File: src/rtl/ir_pkg.sv
// ----------------------------------------------------------------------------
// ir_pkg
// Shared types and constants for the instruction fetch path and the IR.
//   fetch_state_t : fetch sequencer states
//   HALT_OP_DEF   : default opcode that stops fetching
//   OPC/RA/RB/RC  : bit positions of the four 4-bit instruction fields
//   get_opcode()  : extracts the opcode field of a 16-bit word
// ----------------------------------------------------------------------------
package ir_pkg;

  typedef enum logic [2:0] {
    IDLE = 3'd0,
    REQ  = 3'd1,
    WAIT = 3'd2,
    LOAD = 3'd3,
    EXEC = 3'd4,
    HALT = 3'd5
  } fetch_state_t;

  localparam logic [3:0] HALT_OP_DEF = 4'hF;

  // Instruction field slices, shared with the instruction register.
  localparam int OPC_MSB = 15;
  localparam int OPC_LSB = 12;
  localparam int RA_MSB  = 11;
  localparam int RA_LSB  = 8;
  localparam int RB_MSB  = 7;
  localparam int RB_LSB  = 4;
  localparam int RC_MSB  = 3;
  localparam int RC_LSB  = 0;

  function automatic logic [3:0] get_opcode(input logic [15:0] word);
    return word[OPC_MSB:OPC_LSB];
  endfunction

endpackage

File: src/rtl/fetch_pc.sv
// ----------------------------------------------------------------------------
// fetch_pc
// Program-counter register for the fetch sequencer.
//   clk, rst      : clock, asynchronous active-low reset (pc -> 0)
//   i_inc         : advance pc by one, wrapping modulo 2^PC_W
//   i_load        : load pc from i_load_addr (takes priority over i_inc)
//   i_load_addr   : branch target
//   o_pc          : registered program counter
//   o_pc_nxt      : value pc takes at the next edge (used for the read address
//                   so a branch target is issued in the same cycle it loads)
// ----------------------------------------------------------------------------
module fetch_pc #(
  parameter int PC_W = 8
) (
  input  logic            clk,
  input  logic            rst,
  input  logic            i_inc,
  input  logic            i_load,
  input  logic [PC_W-1:0] i_load_addr,
  output logic [PC_W-1:0] o_pc,
  output logic [PC_W-1:0] o_pc_nxt
);

  logic [PC_W-1:0] r_pc;
  logic [PC_W-1:0] w_pc_nxt;

  // Next-pc selection: branch load, increment with natural wrap, or hold.
  always_comb begin
    w_pc_nxt = r_pc;
    if (i_load) begin
      w_pc_nxt = i_load_addr;
    end else if (i_inc) begin
      w_pc_nxt = r_pc + {{(PC_W-1){1'b0}}, 1'b1};
    end else begin
      w_pc_nxt = r_pc;
    end
  end

  // Program-counter register.
  always_ff @(posedge clk or negedge rst) begin
    if (!rst) begin
      r_pc <= {PC_W{1'b0}};
    end else begin
      r_pc <= w_pc_nxt;
    end
  end

  assign o_pc     = r_pc;
  assign o_pc_nxt = w_pc_nxt;

endmodule

File: src/rtl/ir_fetch.sv
// ----------------------------------------------------------------------------
// ir_fetch
// Instruction fetch sequencer. Issues one read at a time to instruction memory,
// presents the returned word on din with a one-cycle writeC strobe for the IR,
// then waits for the control unit (next) before fetching again.
//   clk, rst               : clock, asynchronous active-low reset
//   start                  : begin/resume fetching (IDLE or HALT only)
//   next, branch_en        : fetch next word, optionally from branch_addr
//   branch_addr            : branch target
//   imem_rd, imem_addr     : one-cycle read request and its address
//   imem_rdata, imem_valid : read data and its valid pulse (sampled in WAIT)
//   din, writeC            : instruction word and IR load strobe
//   pc                     : address of the next word to fetch
//   busy, halted           : status (REQ/WAIT/LOAD, HALT)
// All outputs are registered: each is computed from the next state so it is
// valid in the same cycle the FSM occupies that state.
// ----------------------------------------------------------------------------
module ir_fetch
  import ir_pkg::*;
#(
  parameter int         PC_W    = 8,
  parameter int         DATA_W  = 16,
  parameter logic [3:0] HALT_OP = HALT_OP_DEF
) (
  input  logic              clk,
  input  logic              rst,
  input  logic              start,
  input  logic              next,
  input  logic              branch_en,
  input  logic [PC_W-1:0]   branch_addr,
  output logic              imem_rd,
  output logic [PC_W-1:0]   imem_addr,
  input  logic [DATA_W-1:0] imem_rdata,
  input  logic              imem_valid,
  output logic [DATA_W-1:0] din,
  output logic              writeC,
  output logic [PC_W-1:0]   pc,
  output logic              busy,
  output logic              halted
);

  fetch_state_t      r_state;
  fetch_state_t      w_state_nxt;
  logic              w_pc_inc;
  logic              w_pc_load;
  logic [PC_W-1:0]   w_pc_nxt;
  logic              r_imem_rd;
  logic [PC_W-1:0]   r_imem_addr;
  logic [DATA_W-1:0] r_din;
  logic              r_writec;
  logic              r_busy;
  logic              r_halted;

  fetch_pc #(
    .PC_W (PC_W)
  ) u_fetch_pc (
    .clk         (clk),
    .rst         (rst),
    .i_inc       (w_pc_inc),
    .i_load      (w_pc_load),
    .i_load_addr (branch_addr),
    .o_pc        (pc),
    .o_pc_nxt    (w_pc_nxt)
  );

  // Next-state and pc-control decode.
  always_comb begin
    w_state_nxt = r_state;
    w_pc_inc    = 1'b0;
    w_pc_load   = 1'b0;
    case (r_state)
      IDLE: begin
        if (start) w_state_nxt = REQ;
        else       w_state_nxt = IDLE;
      end
      REQ: begin
        w_state_nxt = WAIT;
      end
      WAIT: begin
        if (imem_valid) w_state_nxt = LOAD;
        else            w_state_nxt = WAIT;
      end
      LOAD: begin
        w_pc_inc = 1'b1;
        // r_din already holds the word being loaded.
        if (r_din[OPC_MSB:OPC_LSB] == HALT_OP) w_state_nxt = HALT;
        else                                   w_state_nxt = EXEC;
      end
      EXEC: begin
        if (next) begin
          w_state_nxt = REQ;
          w_pc_load   = branch_en;
        end else begin
          w_state_nxt = EXEC;
        end
      end
      HALT: begin
        if (start) w_state_nxt = REQ;
        else       w_state_nxt = HALT;
      end
      default: begin
        w_state_nxt = IDLE;
      end
    endcase
  end

  // FSM state and registered outputs.
  always_ff @(posedge clk or negedge rst) begin
    if (!rst) begin
      r_state     <= IDLE;
      r_imem_rd   <= 1'b0;
      r_imem_addr <= {PC_W{1'b0}};
      r_din       <= {DATA_W{1'b0}};
      r_writec    <= 1'b0;
      r_busy      <= 1'b0;
      r_halted    <= 1'b0;
    end else begin
      r_state   <= w_state_nxt;
      r_imem_rd <= (w_state_nxt == REQ);
      // w_pc_nxt already reflects a branch taken on this edge.
      if (w_state_nxt == REQ) begin
        r_imem_addr <= w_pc_nxt;
      end else begin
        r_imem_addr <= r_imem_addr;
      end
      if ((r_state == WAIT) && imem_valid) begin
        r_din <= imem_rdata;
      end else begin
        r_din <= r_din;
      end
      r_writec <= (w_state_nxt == LOAD);
      r_busy   <= (w_state_nxt == REQ) || (w_state_nxt == WAIT) ||
                  (w_state_nxt == LOAD);
      r_halted <= (w_state_nxt == HALT);
    end
  end

  assign imem_rd   = r_imem_rd;
  assign imem_addr = r_imem_addr;
  assign din       = r_din;
  assign writeC    = r_writec;
  assign busy      = r_busy;
  assign halted    = r_halted;

endmodule

File: config.mk
export PLATFORM = sky130hd
export DESIGN_NAME = ir_fetch
export DESIGN_NICKNAME = d
export VERILOG_FILES = /design/src/rtl/ir_pkg.sv /design/src/rtl/fetch_pc.sv /design/src/rtl/ir_fetch.sv
export SDC_FILE = /design/constraint.sdc
export NUM_CORES = 1
export LEC_CHECK = 0
export CAP_MARGIN = 30
export CORE_MARGIN = 8
export CORE_UTILIZATION = 44
export CTS_CLUSTER_DIAMETER = 30
export DETAILED_ROUTE_END_ITERATION = 10
export PLACE_DENSITY = 0.79
export SLEW_MARGIN = 20
export SYNTH_ARGS = -nofsm -noshare
export SYNTH_HDL_FRONTEND = slang
export SYNTH_SLANG_ARGS = --single-unit
File: constraint.sdc
create_clock -name clk -period 2 [get_ports clk]
set_input_delay 0.4 -clock clk [delete_from_list [all_inputs] [get_ports clk]]
set_output_delay 0.4 -clock clk [all_outputs]
set_load 0.01 [all_outputs]
== Yosys cells after proc, flatten, opt, wreduce, memory -nomap -nowiden ==
Index checks and enable logic that the tools add are counted.
Word-level totals
  register bits after elaboration: 39
  output and inout bits: 36
  logic and storage cells: 34
  bits of input ports: 30
Operators by class
  reduce and logical (&&, ||, !) cells: 4
  equality and inequality tests: 10
  multiplexer cells: 11
  $add $sub $neg: 1
Operator list (number)
  $pmux W3 S6: 1
  $mux W8: 2
  $eq A3 B2 Y1 const B: 4
  $eq A3 B3 Y1 const B: 3
  $add A8 B1 Y8 const B: 1
  $eq A3 B1 Y1 const B: 2
  $mux W1: 6
  $mux W3: 2
  $eq A4 B4 Y1 const B: 1
  $logic_not A3 Y1: 1
  $logic_or A1 B1 Y1: 2
  $logic_and A1 B1 Y1: 1

== Longest topological paths before layout ==
Gate-level depths: netlist of run 1.
  depth in word-level cells: 6
  depth in mapped cells: 6
  mapped depth without buffers: 5

== Hierarchy ==
From an unflattened synthesis of run 1, not the netlist that was laid out.
Unflattened totals
  cells, all modules: 134
  area total of the unflattened synthesis: 1706.6 µm²
By module, submodules not included
  ir_fetch: seq. area each 775.7 µm², cells an instance 85, area an instance 1257.5 µm², instances 1
  fetch_pc: seq. area each 200.2 µm², cells an instance 49, area an instance 449.2 µm², instances 1

== Worst setup path before layout of run 1 ==
Ideal clock, no wire load.
  path kind: flip-flop to flip-flop
  from: register r_state[0]
  to: register r_imem_addr[2], in the netlist imem_addr[2]
  path slack: 0.286 ns
  cell stages (with the launch flop): 7
  clock period less this slack: 1.714 ns
  data required time: 1.875 ns
  data arrival time: 1.589 ns
  library setup time: 0.125 ns
  path buffers: 2
  path through: dfrtp_1 buf_6 nand3b_4 or2_4 buf_6 mux2_4 mux2_4
Between the ends
  longest elaborated chain between the ends: 4
  elaborated cells between the ends (all ways): 12
  those cells by class: eq/ne (6); mux (5); reduce/logical (1)
RTL lines
  from (decl): line ir_fetch.sv:42  | fetch_state_t r_state;
  from (signal assigned): line ir_fetch.sv:118  | r_state <= w_state_nxt;
  $eq A3 B2 Y1: line ir_fetch.sv:71  | case (r_state)
  $mux W1: line ir_fetch.sv:71
  $mux W8: line fetch_pc.sv:32  | end else if (i_inc) begin
  $mux W8 (*): line fetch_pc.sv:30  | if (i_load) begin
  named net u_fetch_pc.o_pc_nxt[2]: line fetch_pc.sv:21  | output logic [PC_W-1:0] o_pc_nxt
  to (signal assigned): line ir_fetch.sv:112  | r_imem_addr <= {PC_W{1'b0}};
  to (signal assigned): line ir_fetch.sv:122  | r_imem_addr <= w_pc_nxt;
  to (signal assigned): line ir_fetch.sv:124  | r_imem_addr <= r_imem_addr;
  to (decl): line ir_fetch.sv:48  | logic [PC_W-1:0] r_imem_addr;
Mark *: on every way through the listed nets, which the timed path passes. The rest lies on a longest branch.
A chain may end at the register's enable or synchronous reset.

== Worst setup path in the final report of run 1 ==
  from: register r_state[2]
  to: register r_imem_addr[3], in the netlist imem_addr[3]
The elaborated chain is that of the path after synthesis.

==> results.cfg, run 1 <==
[grt]
gr-total-overflow = 0
grt_pass1_vias = 1508
grt_start_max_net_pins = 40
grt_usage = 0.150
antenna_violations_before_repair = 0
grt_pass1_wl_um = 7370

[die]
placementRows = 23
design.core.area_um2 = 3910
die_area_um2 = 6280
chipHeight_um = 79.3
initial_utilization = 0.450
pin_count = 66
die_x_um = 79.3

[setup_path]
worst_ep_arrival_time_ns = 2.01
worst_r2r_startpoint = r_state[2]$_DFF_PN0_
critPathLaunchType = register
setup.worst_path.start = r_state[2]$_DFF_PN0_
path_class = register to register
path_max_fanout = 9
cp-end-kind = register
crit_required_ns = 2.23

[run_status]
status = completed

[worst_hold_path]
hold_removal_path_class = input pin to async pin

[timing]
timing.slew.headroom = 0.747
finalSetupViolations = 0
clock.fmax_mhz = 561
clock-skew-final_ns = 0.00592
fin_tns_setup_ns = 0
transition_time_at_the_pin_with_the_least_slew_margin_ns = 0.376
post-route-period-util = 0.892
timing.final.max_slew_violations = 0
minimum_clock_period_after_layout_ns = 1.78
hold_slack_ns = 0.0620
timing.final.hold_violations = 0
grt_setup_unrepaired = false

[power_and_ir_drop]
p_clk_frac = 0.177
sequential_group_share_of_total_power = 0.350
internal_power_summed_over_all_cells_w = 0.00290
p_per_area_nw_per_um2 = 1650
power.ir.vdd_worst_uv = 883
static-leakage-power_nw = 1.12
switching_share = 0.325
power.share.combinational = 0.473
netSwitchingPower_w = 0.00140
totalPowerFinal_w = 0.00430

[finish]
design_area_um2 = 2610
final-instance-count-excl-fill = 258
share_of_layout_cells_above_drive_strength_1 = 0.216
num_antenna_cells = 0
design.final.nets = 238
layout_area_overhead_pct = 48.4

[cts]
clkTransAtPathRegs_ns = 0.07
cell_at_the_root_of_the_clock_tree = clkbuf_8
post_cts.repair.setup_buffers = 0
clock_latency_ns = 0.28
clock_sinks = 39
cts_tree = yes
cts_resized = 0
ctsHtreeMaxLevel = 2
cts_hold_buf = 0
cts_buffer_depth = 2
cts_made_buffers = 5

[synthesis]
synth_seq_area_share = 0.554
postSynth.asyncResetShare = 1.00
synth_enable_flop_cells = 0
syn_inst = 135
yosys_warnings = 0
ys_dominant_reg_cell = dfrtp_1
ys_top_cells_by_area = dfrtp_1, mux2_2, buf_6
synthesis.nets = 166
synth-seq-cells = 39
syn_avg_cell_area_um2 = 13.0
post-synth-top-area-fraction = 0.554
netlist-cell-type-count = 35
synth_top_area_cell = dfrtp_1
synthesis.area_um2 = 1760

[routing]
drt_drc_violations_left = 0
routed-wl-met3_um = 379
post_drt_via_cell_ratio = 5.05
drt-pass1-iter-count = 4
post_drt_wl_per_cell_um = 17.4
met2WireLength_um = 2350
routed-via-count = 1302
highest-signal-layer = met4
initialDrtViolationCount = 99
drt-met1-wl_um = 1700
finalWirelength_um = 4480
detail-route-antenna-nets = 0

[run]
maxCapViolations = 0

[placed_design]
dp_hpwl_um = 3430
postPlaceCellArea_um2 = 2480
placedCellCount = 250
globalplace.congestion = 0.838
portBuffers = 65
synth_stat cells (3+ instances only):
| library cell | n |
|---|---|
| a31oi_1 | 4 |
| o21ai_0 | 3 |
| a21oi_1 | 3 |
| nor3_1 | 5 |
| buf_6 | 5 |
| dfrtp_1 | 39 |
| xnor2_1 | 3 |
| nand2_1 | 5 |
| inv_1 | 8 |
| mux2_2 | 23 |
| nor2_1 | 3 |
worst max-delay path, stage by stage (launching register included):
cell and delay [ns]:
dfrtp_1 0.50, nand3b_4 0.27, or4_1 0.50, a31oi_1 0.26, mux2_2 0.20
final timing paths:
check	end	depth (start not counted)	slack (ns)
max in group asynchronous	u_fetch_pc.o_pc[5]$_DFF_PN0_	2	1.73
hold reg to reg	din[7]$_DFFE_PN0P_	1	0.51
hold / removal	imem_addr[6]$_DFFE_PN0P_	2	0.06
setup / recovery	imem_addr[3]$_DFFE_PN0P_	4	0.22
min in group clk	din[7]$_DFFE_PN0P_	1	0.51
setup reg to reg	imem_addr[3]$_DFFE_PN0P_	4	0.22
layout by cell type (no fill, tap or decap), drive strengths merged, types with 2 or more instances in the layout:
cell type | Yosys | routed
clkdlybuf4s50 | 0 | 64
dfrtp | 39 | 39
mux2 | 25 | 25
inv | 8 | 8
buf | 7 | 8
clkbuf | 0 | 6
nand2 | 5 | 5
nor3 | 5 | 5
a31oi | 4 | 4
o21ai | 3 | 3
xnor2 | 3 | 3
a21oi | 3 | 3
nor2 | 3 | 3
nand3b | 2 | 2
nand3 | 2 | 2
or4 | 2 | 2
o31ai | 2 | 2
nand4b | 2 | 2
or3 | 2 | 2
mux2i | 2 | 2
xor2 | 2 | 2
bufinv | 0 | 2
nand2b | 2 | 2
through the flow:
step           setup WS, ns  utilization
6_report              0.216        0.668
5_1_grt              0.0575        0.668
4_1_cts               0.229        0.668
3_5_place_dp        -0.0389        0.634
3_3_place_gp       -0.00699        0.634
2_1_floorplan         0.286            -
power by group through the flow:
stage                     Clock [W]  Sequential, W  Combinational [W]
after floorplan                   0        0.00157           0.000971
after detailed placement          0        0.00152            0.00205
after global placement            0        0.00149            0.00197
after global routing       0.000811        0.00157            0.00219
after CTS                  0.000782        0.00151            0.00206
final                      0.000762        0.00150            0.00203
registers in the layout (all words and copies together), names as in the netlist:
register / cells
imem_addr: 8
u_fetch_pc.o_pc: 8
imem_rd: 1
din: 16
halted: 1
writeC: 1
r_state: 3
busy: 1
metal layers:
layer | global-route usage | vias to the layer above
li1 | - | 623
met1 | 0.154 | 628
met2 | 0.260 | 47
met3 | 0.0711 | 4
met4 | 0.0537 | 0
met5 | 0 | -
layout make-up:
cell class	count	area, um^2
Clock buffer	6	72.6
Clock inverter	2	60.1
Timing Repair Buffer	72	723
Inverter	8	30.0
Multi-Input combinational cell	81	688
Tap cell	50	62.6
Sequential cell	39	976
Fill cell	293	1300
kinds of logic (layout without fill, tap and decap cells):
family | after synthesis | count (layout) | synth area share
flops | 39 | 39 | 0.554
xor+xnor | 5 | 5 | 0.0249
mux | 27 | 27 | 0.176
simple gates | 30 | 30 | 0.116
fa+ha+maj | 1 | 1 | 0.00711
buf+inv | 15 | 88 | 0.0547
compound gates | 18 | 18 | 0.0675
Note: power is estimated with default switching activity, not from simulation.
==> run 2: changes to the inputs <==
CTS_BUF_LIST = sky130_fd_sc_hd__clkbuf_4 sky130_fd_sc_hd__clkbuf_8 sky130_fd_sc_hd__clkbuf_16   (was not set)
==> results.cfg, run 2 (same netlist as run 1, synthesis figures left out) <==
[cts]
cts_resized = 0
clock_latency_ns = 0.29
ctsHtreeMaxLevel = 2
post_cts.repair.setup_buffers = 0
cts_made_buffers = 5
cts_tree = yes
cts_buffer_depth = 2
clock_sinks = 39
cts_hold_buf = 0
cell_at_the_root_of_the_clock_tree = clkbuf_8
clkTransAtPathRegs_ns = 0.07

[timing]
timing.final.hold_violations = 0
timing.slew.headroom = 0.747
clock-skew-final_ns = 0.00725
transition_time_at_the_pin_with_the_least_slew_margin_ns = 0.376
grt_setup_unrepaired = false
post-route-period-util = 0.889
minimum_clock_period_after_layout_ns = 1.78
fin_tns_setup_ns = 0
timing.final.max_slew_violations = 0
finalSetupViolations = 0
clock.fmax_mhz = 562

[routing]
initialDrtViolationCount = 79
post_drt_wl_per_cell_um = 17.3
detail-route-antenna-nets = 0
drt_drc_violations_left = 0
post_drt_via_cell_ratio = 5.07
drt-pass1-iter-count = 4
finalWirelength_um = 4470
routed-via-count = 1309

[die]
die_area_um2 = 6280
initial_utilization = 0.450
placementRows = 23
die_x_um = 79.3
chipHeight_um = 79.3
pin_count = 66
design.core.area_um2 = 3910

[setup_path]
crit_required_ns = 2.23
path_max_fanout = 9
critPathLaunchType = register
reg2regPathDepth = 4
worst_ep_arrival_time_ns = 2.00
cp-end-kind = register
path_class = register to register
reg2reg_setup_slack_ns = 0.22
worst_r2r_startpoint = r_state[2]$_DFF_PN0_
crit-reg2reg-capture = imem_addr[3]$_DFFE_PN0P_

[placed_design]
globalplace.congestion = 0.838
portBuffers = 65
placedCellCount = 250
postPlaceCellArea_um2 = 2480
dp_hpwl_um = 3430

[grt]
antenna_violations_before_repair = 0
grt_start_max_net_pins = 40
grt_usage = 0.150
gr-total-overflow = 0
grt_pass1_vias = 1502
grt_pass1_wl_um = 7350

[finish]
layout.cells.most_common = clkdlybuf4s50_1
design_area_um2 = 2620
layout.filler_cells = 294
final-seq-area_um2 = 976
design.final.nets = 238
num_antenna_cells = 0
share_of_layout_cells_above_drive_strength_1 = 0.221
final-instance-count-excl-fill = 258
layout_area_overhead_pct = 48.6
multi_input_area_um2 = 688
commonest_cells_after_routing_fill_and_taps_aside = clkdlybuf4s50_1, dfrtp_1, mux2_2
largest_register_ff_count = 16

[power_and_ir_drop]
totalPowerFinal_w = 0.00431
power.ir.vdd_worst_uv = 882
static-leakage-power_nw = 1.12
p_per_area_nw_per_um2 = 1650

[run]
maxCapViolations = 0

[run_status]
status = completed

[worst_hold_path]
hold_removal_path_class = input pin to async pin
[run 2: layout make-up]
| type | count | area share |
|---|---|---|
| Tap cell | 50 | 0.0239 |
| Inverter | 8 | 0.0115 |
| Multi-Input combinational cell | 81 | 0.263 |
| Clock buffer | 6 | 0.0292 |
| Sequential cell | 39 | 0.373 |
| Timing Repair Buffer | 72 | 0.276 |
| Clock inverter | 2 | 0.0230 |
[run 2: how the worst max path moves through the flow]
| stage | start | end | slack (ns) | depth (start not counted) |
|---|---|---|---|---|
| after detailed placement | next | imem_addr[2]$_DFFE_PN0P_ | -0.04 | 5 |
| after floorplan | r_state[0]$_DFF_PN0_ | imem_addr[2]$_DFFE_PN0P_ | 0.29 | 6 |
| after CTS | r_state[2]$_DFF_PN0_ | imem_addr[5]$_DFFE_PN0P_ | 0.23 | 4 |
| final | r_state[2]$_DFF_PN0_ | imem_addr[3]$_DFFE_PN0P_ | 0.22 | 4 |
| after global placement | next | imem_addr[2]$_DFFE_PN0P_ | -0.007 | 5 |
| after global routing | r_state[0]$_DFF_PN0_ | imem_addr[3]$_DFFE_PN0P_ | 0.06 | 4 |
[run 2: through the flow]
step                hold WS (ns)  setup slack, ns   util
floorplan                  0.104            0.286      -
global placement           0.379         -0.00699  0.634
detailed placement         0.382          -0.0389  0.634
CTS                       0.0692            0.229  0.668
global route              0.0702           0.0575  0.668
finish                    0.0602            0.222  0.668
[run 2: power by group]
part / internal (W) / switching (W) / total, W
Sequential: 0.00117 / 0.000327 / 0.00150
Clock: 0.000512 / 0.000266 / 0.000778
Combinational: 0.00123 / 0.000806 / 0.00203
[run 2: metal layers]
metal	up-vias	track usage	routed length, um
met3	6	0.0711	379
met5	-	0	0
li1	623	-	-
met1	634	0.153	1660
met4	0	0.0537	70
met2	46	0.260	2350
[run 2: critical path, stage by stage, from the launching register on]
cell and delay [ns]:
dfrtp_1 0.50, nand3b_4 0.27, or4_1 0.50, a31oi_1 0.26, mux2_2 0.20
